===== src/rtl/rv32_pkg.sv =====
// rtl/rv32_pkg.sv - RV32IM shared opcodes, NOP encoding and decode-stage FSM states
package rv32_pkg;

  localparam logic [6:0] OPC_LUI    = 7'b0110111;
  localparam logic [6:0] OPC_AUIPC  = 7'b0010111;
  localparam logic [6:0] OPC_JAL    = 7'b1101111;
  localparam logic [6:0] OPC_OP     = 7'b0110011;
  localparam logic [6:0] OPC_STORE  = 7'b0100011;
  localparam logic [6:0] OPC_BRANCH = 7'b1100011;

  // addi x0,x0,0
  localparam logic [31:0] NOP_INSTR = 32'h00000013;

  typedef enum logic [1:0] {
    ST_RUN      = 2'd0,
    ST_STALL_LD = 2'd1,
    ST_HOLD_DIV = 2'd2,
    ST_FLUSH    = 2'd3
  } hz_state_e;

endpackage


===== src/rtl/hazard_detect.sv =====
// rtl/hazard_detect.sv - load-use hazard compare between ID source registers and EX load target
module hazard_detect
  import rv32_pkg::*;
(
  input  logic [6:0] opcode_i,
  input  logic [4:0] rs1_i,
  input  logic [4:0] rs2_i,
  input  logic       id_valid_i,
  input  logic       ex_memread_i,
  input  logic [4:0] ex_rd_i,
  output logic       hazard_o
);

  logic uses_rs1;
  logic uses_rs2;

  // Decode which source fields are real registers, then compare against the load destination
  always_comb begin
    uses_rs1 = !((opcode_i == OPC_LUI) || (opcode_i == OPC_AUIPC) || (opcode_i == OPC_JAL));
    uses_rs2 = (opcode_i == OPC_OP) || (opcode_i == OPC_STORE) || (opcode_i == OPC_BRANCH);
    hazard_o = id_valid_i && ex_memread_i && (ex_rd_i != 5'd0) &&
               ((uses_rs1 && (ex_rd_i == rs1_i)) || (uses_rs2 && (ex_rd_i == rs2_i)));
  end

endmodule


===== src/rtl/decode_hazard_ctrl.sv =====
// rtl/decode_hazard_ctrl.sv - IF/ID register with load-use, divider-hold and redirect-flush sequencing
module decode_hazard_ctrl
  import rv32_pkg::*;
#(
  parameter logic [31:0] NOP   = NOP_INSTR,
  parameter int          CNT_W = 32
) (
  input  logic             CLK,
  input  logic             RESET_N,
  input  logic [31:0]      IF_INSTRUCTION,
  input  logic [31:0]      IF_PC,
  input  logic             IF_VALID,
  input  logic             EX_MEMREAD,
  input  logic [4:0]       EX_RD,
  input  logic             DIV_BUSY,
  input  logic             BRANCH_TAKEN,
  output logic [31:0]      ID_INSTRUCTION,
  output logic [31:0]      ID_PC,
  output logic             ID_VALID,
  output logic             PC_WRITE_EN,
  output logic             BUBBLE,
  output logic [CNT_W-1:0] STALL_CNT,
  output logic [CNT_W-1:0] FLUSH_CNT
);

  hz_state_e        state_q, state_d;
  logic [31:0]      id_instr_q, id_instr_d;
  logic [31:0]      id_pc_q, id_pc_d;
  logic             id_valid_q, id_valid_d;
  logic [CNT_W-1:0] stall_cnt_q, stall_cnt_d;
  logic [CNT_W-1:0] flush_cnt_q, flush_cnt_d;

  logic hazard;
  logic pc_we;
  logic bubble;
  logic load_id;
  logic kill_id;

  hazard_detect u_hazard_detect (
    .opcode_i     (id_instr_q[6:0]),
    .rs1_i        (id_instr_q[19:15]),
    .rs2_i        (id_instr_q[24:20]),
    .id_valid_i   (id_valid_q),
    .ex_memread_i (EX_MEMREAD),
    .ex_rd_i      (EX_RD),
    .hazard_o     (hazard)
  );

  // Per-cycle priority: redirect > divider hold > load-use stall > flush-slot kill > advance
  always_comb begin
    pc_we   = 1'b1;
    bubble  = 1'b0;
    load_id = 1'b1;
    kill_id = 1'b0;
    state_d = ST_RUN;
    if (BRANCH_TAKEN) begin
      bubble  = 1'b1;
      kill_id = 1'b1;
      state_d = ST_FLUSH;
    end else if (DIV_BUSY) begin
      pc_we   = 1'b0;
      load_id = 1'b0;
      state_d = ST_HOLD_DIV;
    end else if (hazard && (state_q != ST_STALL_LD)) begin
      // the instruction after a load-use stall must advance, so a stall is never longer than one cycle
      pc_we   = 1'b0;
      bubble  = 1'b1;
      load_id = 1'b0;
      state_d = ST_STALL_LD;
    end else if (state_q == ST_FLUSH) begin
      // fetch has one cycle of latency, so this slot still carries the wrong-path instruction
      kill_id = 1'b1;
    end
  end

  // IF/ID next value and counter next values
  always_comb begin
    id_instr_d  = id_instr_q;
    id_pc_d     = id_pc_q;
    id_valid_d  = id_valid_q;
    stall_cnt_d = stall_cnt_q;
    flush_cnt_d = flush_cnt_q;
    if (load_id) begin
      id_valid_d = IF_VALID && !kill_id;
      id_instr_d = (IF_VALID && !kill_id) ? IF_INSTRUCTION : NOP;
      id_pc_d    = IF_PC;
    end
    if (!pc_we) begin
      stall_cnt_d = stall_cnt_q + 1'b1;
    end
    if (BRANCH_TAKEN) begin
      flush_cnt_d = flush_cnt_q + 1'b1;
    end
  end

  // State, pipeline register and counters
  always_ff @(posedge CLK or negedge RESET_N) begin
    if (!RESET_N) begin
      state_q     <= ST_RUN;
      id_instr_q  <= NOP;
      id_pc_q     <= 32'd0;
      id_valid_q  <= 1'b0;
      stall_cnt_q <= '0;
      flush_cnt_q <= '0;
    end else begin
      state_q     <= state_d;
      id_instr_q  <= id_instr_d;
      id_pc_q     <= id_pc_d;
      id_valid_q  <= id_valid_d;
      stall_cnt_q <= stall_cnt_d;
      flush_cnt_q <= flush_cnt_d;
    end
  end

  // Pipeline controls are forced safe (PC frozen, bubble inserted) while reset is asserted
  always_comb begin
    PC_WRITE_EN = RESET_N && pc_we;
    BUBBLE      = !RESET_N || bubble;
  end

  assign ID_INSTRUCTION = id_instr_q;
  assign ID_PC          = id_pc_q;
  assign ID_VALID       = id_valid_q;
  assign STALL_CNT      = stall_cnt_q;
  assign FLUSH_CNT      = flush_cnt_q;

endmodule


===== config.mk =====
export PLATFORM = sky130hd
export DESIGN_NAME = decode_hazard_ctrl
export DESIGN_NICKNAME = d
export VERILOG_FILES = /design/src/rtl/rv32_pkg.sv /design/src/rtl/hazard_detect.sv /design/src/rtl/decode_hazard_ctrl.sv
export SDC_FILE = /design/constraint.sdc
export NUM_CORES = 1
export LEC_CHECK = 0
export CAP_MARGIN = 20
export CELL_PAD_IN_SITES_DETAIL_PLACEMENT = 1
export CELL_PAD_IN_SITES_GLOBAL_PLACEMENT = 1
export CORE_ASPECT_RATIO = 0.9
export CORE_MARGIN = 4
export CORE_UTILIZATION = 35
export CTS_CLUSTER_SIZE = 20
export DETAILED_ROUTE_END_ITERATION = 12
export PLACE_DENSITY = 0.92
export RECOVER_POWER = 50
export SLEW_MARGIN = 10
export SYNTH_ARGS = -nofsm -noshare
export SYNTH_HDL_FRONTEND = slang
export SYNTH_HIERARCHICAL = 1
export SYNTH_SLANG_ARGS = --single-unit
export TNS_END_PERCENT = 100

===== constraint.sdc =====
create_clock -name CLK -period 3.29 [get_ports CLK]
set_input_delay 0.329 -clock CLK [delete_from_list [all_inputs] [get_ports CLK]]
set_output_delay 0.329 -clock CLK [all_outputs]
set_load 0.01 [all_outputs]

==> key figures <==
Status
  – Run status: complete, but fails checks
  – Violations in the final reports: max-capacitance violations, max-slew violations

Timing
  – Shortest clock period the worst path allows after layout: ~3200 ps
  – Period Utilization, post-route: 96.5%
  – Final hold violation count: 0
  – Fmax: approximately 320 MHz
  – Max-slew violation count: 77
  – Final setup vio count: 0
  – Worst Max-Slew Pin Slew: slightly below 2000 ps
  – Unrepaired setup endpoints after global routing: no
  – Clock skew: 10.1 ps
  – Relative slew slack: -30.9%
  – Setup TNS Final: 0 ps
  – Slack of the critical path: 116 ps

Drt
  – Remaining routing DRC violations: 0
  – Drt total wl: around 19 mm
  – Drt first pass iters: 4
  – Number of vias in the routed layout: around 4,600
  – Post-detailed-route wirelength per cell: 21.3 um
  – DR vias/cell: 5.29
  – Number of routed nets with antenna violations: 0
  – Detailed Route Iter0 Violations: between 100 and 150

Worst setup path
  – Startpoint types: flip-flop
  – Worst EP arrival: ~2900 ps
  – Category of the most critical setup path: flip-flop to output pin
  – Slowest cell on crit path: or4_1
  – Slowest stage delay, CP: 570 ps
  – Required time of the critical path: just under 3000 ps
  – Maximum fanout along the worst path: 4
  – CP endpoint kind: output pin
  – Reg2Reg Setup Slack: 500 ps
  – Cell repeated most along the worst path: a21oi_2
  – FF-to-FF End: STALL_CNT[24]$_DFFE_PN0N_
  – Cells along the critical path: nor3b_2 > nand4_1 > or4_1 > a21oi_2 > buf_4 > a21oi_2 > nor2_4 > nor2_1 > clkdlybuf4s50_1
  – Number of cells traversed by the worst register-to-register path: 9
  – Largest delay contributor family on the critical path: simple AND/OR/NAND/NOR gates
  – Buffering stage count on the worst path with inverters included: 2
  – FF-to-FF Start: ID_INSTRUCTION[2]$_DFFE_PN0P_

CTS
  – Worst-case clock buffer depth: 2
  – Root buffer selected by CTS: clkbuf_16
  – TritonCTS Buffers: 17
  – TritonCTS Sinks: around 130
  – H-tree depth: 4
  – Clock tree from TritonCTS: built
  – Post-CTS Repair Setup Buffers: 0
  – Latest clock arrival within the worst-skew pair: 420 ps
  – Clock-pin transition on the worst setup and hold timing paths: 60 ps

Floorplanning
  – Number of cell rows: 43
  – Overall die width: 142 um
  – Area of the core: approximately 16,000 um^2
  – Die footprint: 18,300 um^2
  – I/O pin total: a little over 200
  – Height of the die: approximately 130 um
  – Initial core utilization: 36.2%

Placement
  – DP Worst Slack: between 0.03 and 0.04 ps
  – RD Place Congestion: between 0.8 and 0.9
  – Half-perimeter wire length after placement: roughly 13 mm
  – Buffers added on ports: around 200

Final layout
  – Layout net count: 737
  – Filler instances: around 1,600
  – Share of cells above drive strength 1: under 10%
  – P&R area growth vs syn: 52.6%
  – Antenna diodes: 0
  – Most common cell after layout, fill and taps aside: clkdlybuf4s50_1
  – Top library cells by usage in the layout, fill and taps aside: clkdlybuf4s50_1, dfrtp_1, dlygate4sd3_1

Global route
  – Antenna violations before repair: 0
  – Largest net degree at the start of global routing: between 70 and 80
  – All-Layer GR Usage: a little over a fifth
  – Via count of the first global-routing pass: roughly 5,200
  – First-pass GRT wire length: just under 30 mm
  – Total global routing overflow: 0

Synth
  – Number of flip-flops and latches in the synthesized netlist: 131
  – Netlist cell types: 43
  – Area of the mapped netlist: about 5700 um^2
  – Per-instance average area after synthesis: ~13 um^2
  – Fraction of registers with async set/reset: 100%
  – Yosys Warn Count: 6
  – Flip-flop cell with the highest count after synthesis: dfrtp_1
  – Post-synth EDFFs: 0
  – Sequential fraction of the synthesis area: 58.0%
  – Instance count of the mapped netlist: between 400 and 500
  – Post-synthesis net count: ~520

Pwr
  – Power density cells: 554 nW/um^2
  – Leakage: ~3.7 nW
  – Max IR drop VDD: 0.000366 V

Flow run
  – Number of max-capacitance violations reported: 1

Worst hold path
  – Hold WC Path Type: primary input to async pin
==> cells by family (layout without fill, tap and decap cells) <==
| group | Yosys count | after routing | share of synthesized area (%) |
|---|---|---|---|
| DFF | 131 | 131 | 58.0 |
| buffers and inverters | 25 | 253 | 1.72 |
| muxes | 34 | 34 | 6.76 |
| AOI/OAI and AO/OA | 41 | 41 | 6.14 |
| xor gates and xnor gates | 72 | 72 | 11.1 |
| and+or+nand+nor | 140 | 140 | 15.8 |
| adders and majority gates | 2 | 2 | 0.442 |
==> final cells by class <==
class,count,area (um^2),area share [%]
flip-flops and latches,131,3280,38.0
multi-input cells,289,2290,26.5
well taps,202,253,2.93
clock inverters,11,196,2.27
inverters,7,26.3,0.304
repair buffers,214,2120,24.5
clock buffers,21,470,5.45
==> metal layers <==
layer	track usage [%]	share of wire [%]
met1	23.5	38
met2	37.8	54
met4	6.21	1.6
met5	0	0
met3	6.50	6.4
==> stage by stage <==
step / area [um^2] / util [%] / power, W / hold slack (ps) / cells
floorplan: 5660 / - / 0.00217 / 33.4 / 445
global placement: 7980 / 50.9 / 0.00263 / 143 / 842
detailed placement: 7980 / 50.9 / 0.00268 / 146 / 842
CTS: 8650 / 55.3 / 0.00486 / 270 / 875
global route: 8640 / 55.2 / 0.00498 / 467 / 875
finish: 8640 / 55.2 / 0.00478 / 447 / 875
==> timing repair <==
action | CTS | global route
endpoints found under the hold margin | 9 | 0
cloned | 0 | 0
pin swaps | 1 | 0
setup endpoints to repair | 1 | 1
hold buffers | 1 | 0
resized for setup | 1 | 1
==> report_power, final <==
group	switching, W	leakage (nW)	internal (W)
Sequential	0.000172	1.69	0.00175
Clock	0.000740	0.320	0.00141
Combinational	0.000316	1.68	0.000400
Total	0.00123	3.69	0.00356
==> how the worst max path moves through the flow <==
stage                     slack (ps)  cells after the start                          start          end
after CTS                         40                      9  ID_INSTRUCTION[2]$_DFFE_PN0P_  PC_WRITE_EN
after global placement            50                     10                       EX_RD[4]       BUBBLE
after floorplan                  460                      9  ID_INSTRUCTION[3]$_DFFE_PN0P_  PC_WRITE_EN
final                            120                      9  ID_INSTRUCTION[2]$_DFFE_PN0P_  PC_WRITE_EN
after global routing               6                      9  ID_INSTRUCTION[2]$_DFFE_PN0P_  PC_WRITE_EN
after detailed placement        0.04                     10                       EX_RD[0]       BUBBLE
==> flip-flops by register name, indices dropped and copies added (netlist names) <==
signal / count
STALL_CNT: 32
state_q: 2
ID_VALID: 1
ID_INSTRUCTION: 32
FLUSH_CNT: 32
ID_PC: 32
==> synth_stat cells (2+ instances only) <==
cell type | n | share of area [%]
dfrtp_1 | 128 | 57
xnor2_1 | 42 | 6.5
mux2_1 | 34 | 6.8
nand4_1 | 30 | 3.3
xor2_1 | 30 | 4.6
a22o_1 | 29 | 4.5
nand2_1 | 22 | 1.5
nand3_1 | 17 | 1.5
clkbuf_1 | 13 | 0.86
nor4_1 | 12 | 1.3
nor2_1 | 9 | 0.60
nor4_2 | 9 | 2.0
and3_1 | 8 | 0.88
nor3_1 | 8 | 0.71
inv_1 | 7 | 0.46
and4_1 | 6 | 0.93
or4_1 | 4 | 0.53
buf_2 | 3 | 0.27
dfstp_2 | 3 | 1.4
o32a_1 | 3 | 0.53
a21o_1 | 2 | 0.27
and2_1 | 2 | 0.22
buf_1 | 2 | 0.13
ha_1 | 2 | 0.44
nor4b_2 | 2 | 0.53
Note: power is estimated with default switching activity, not from simulation.
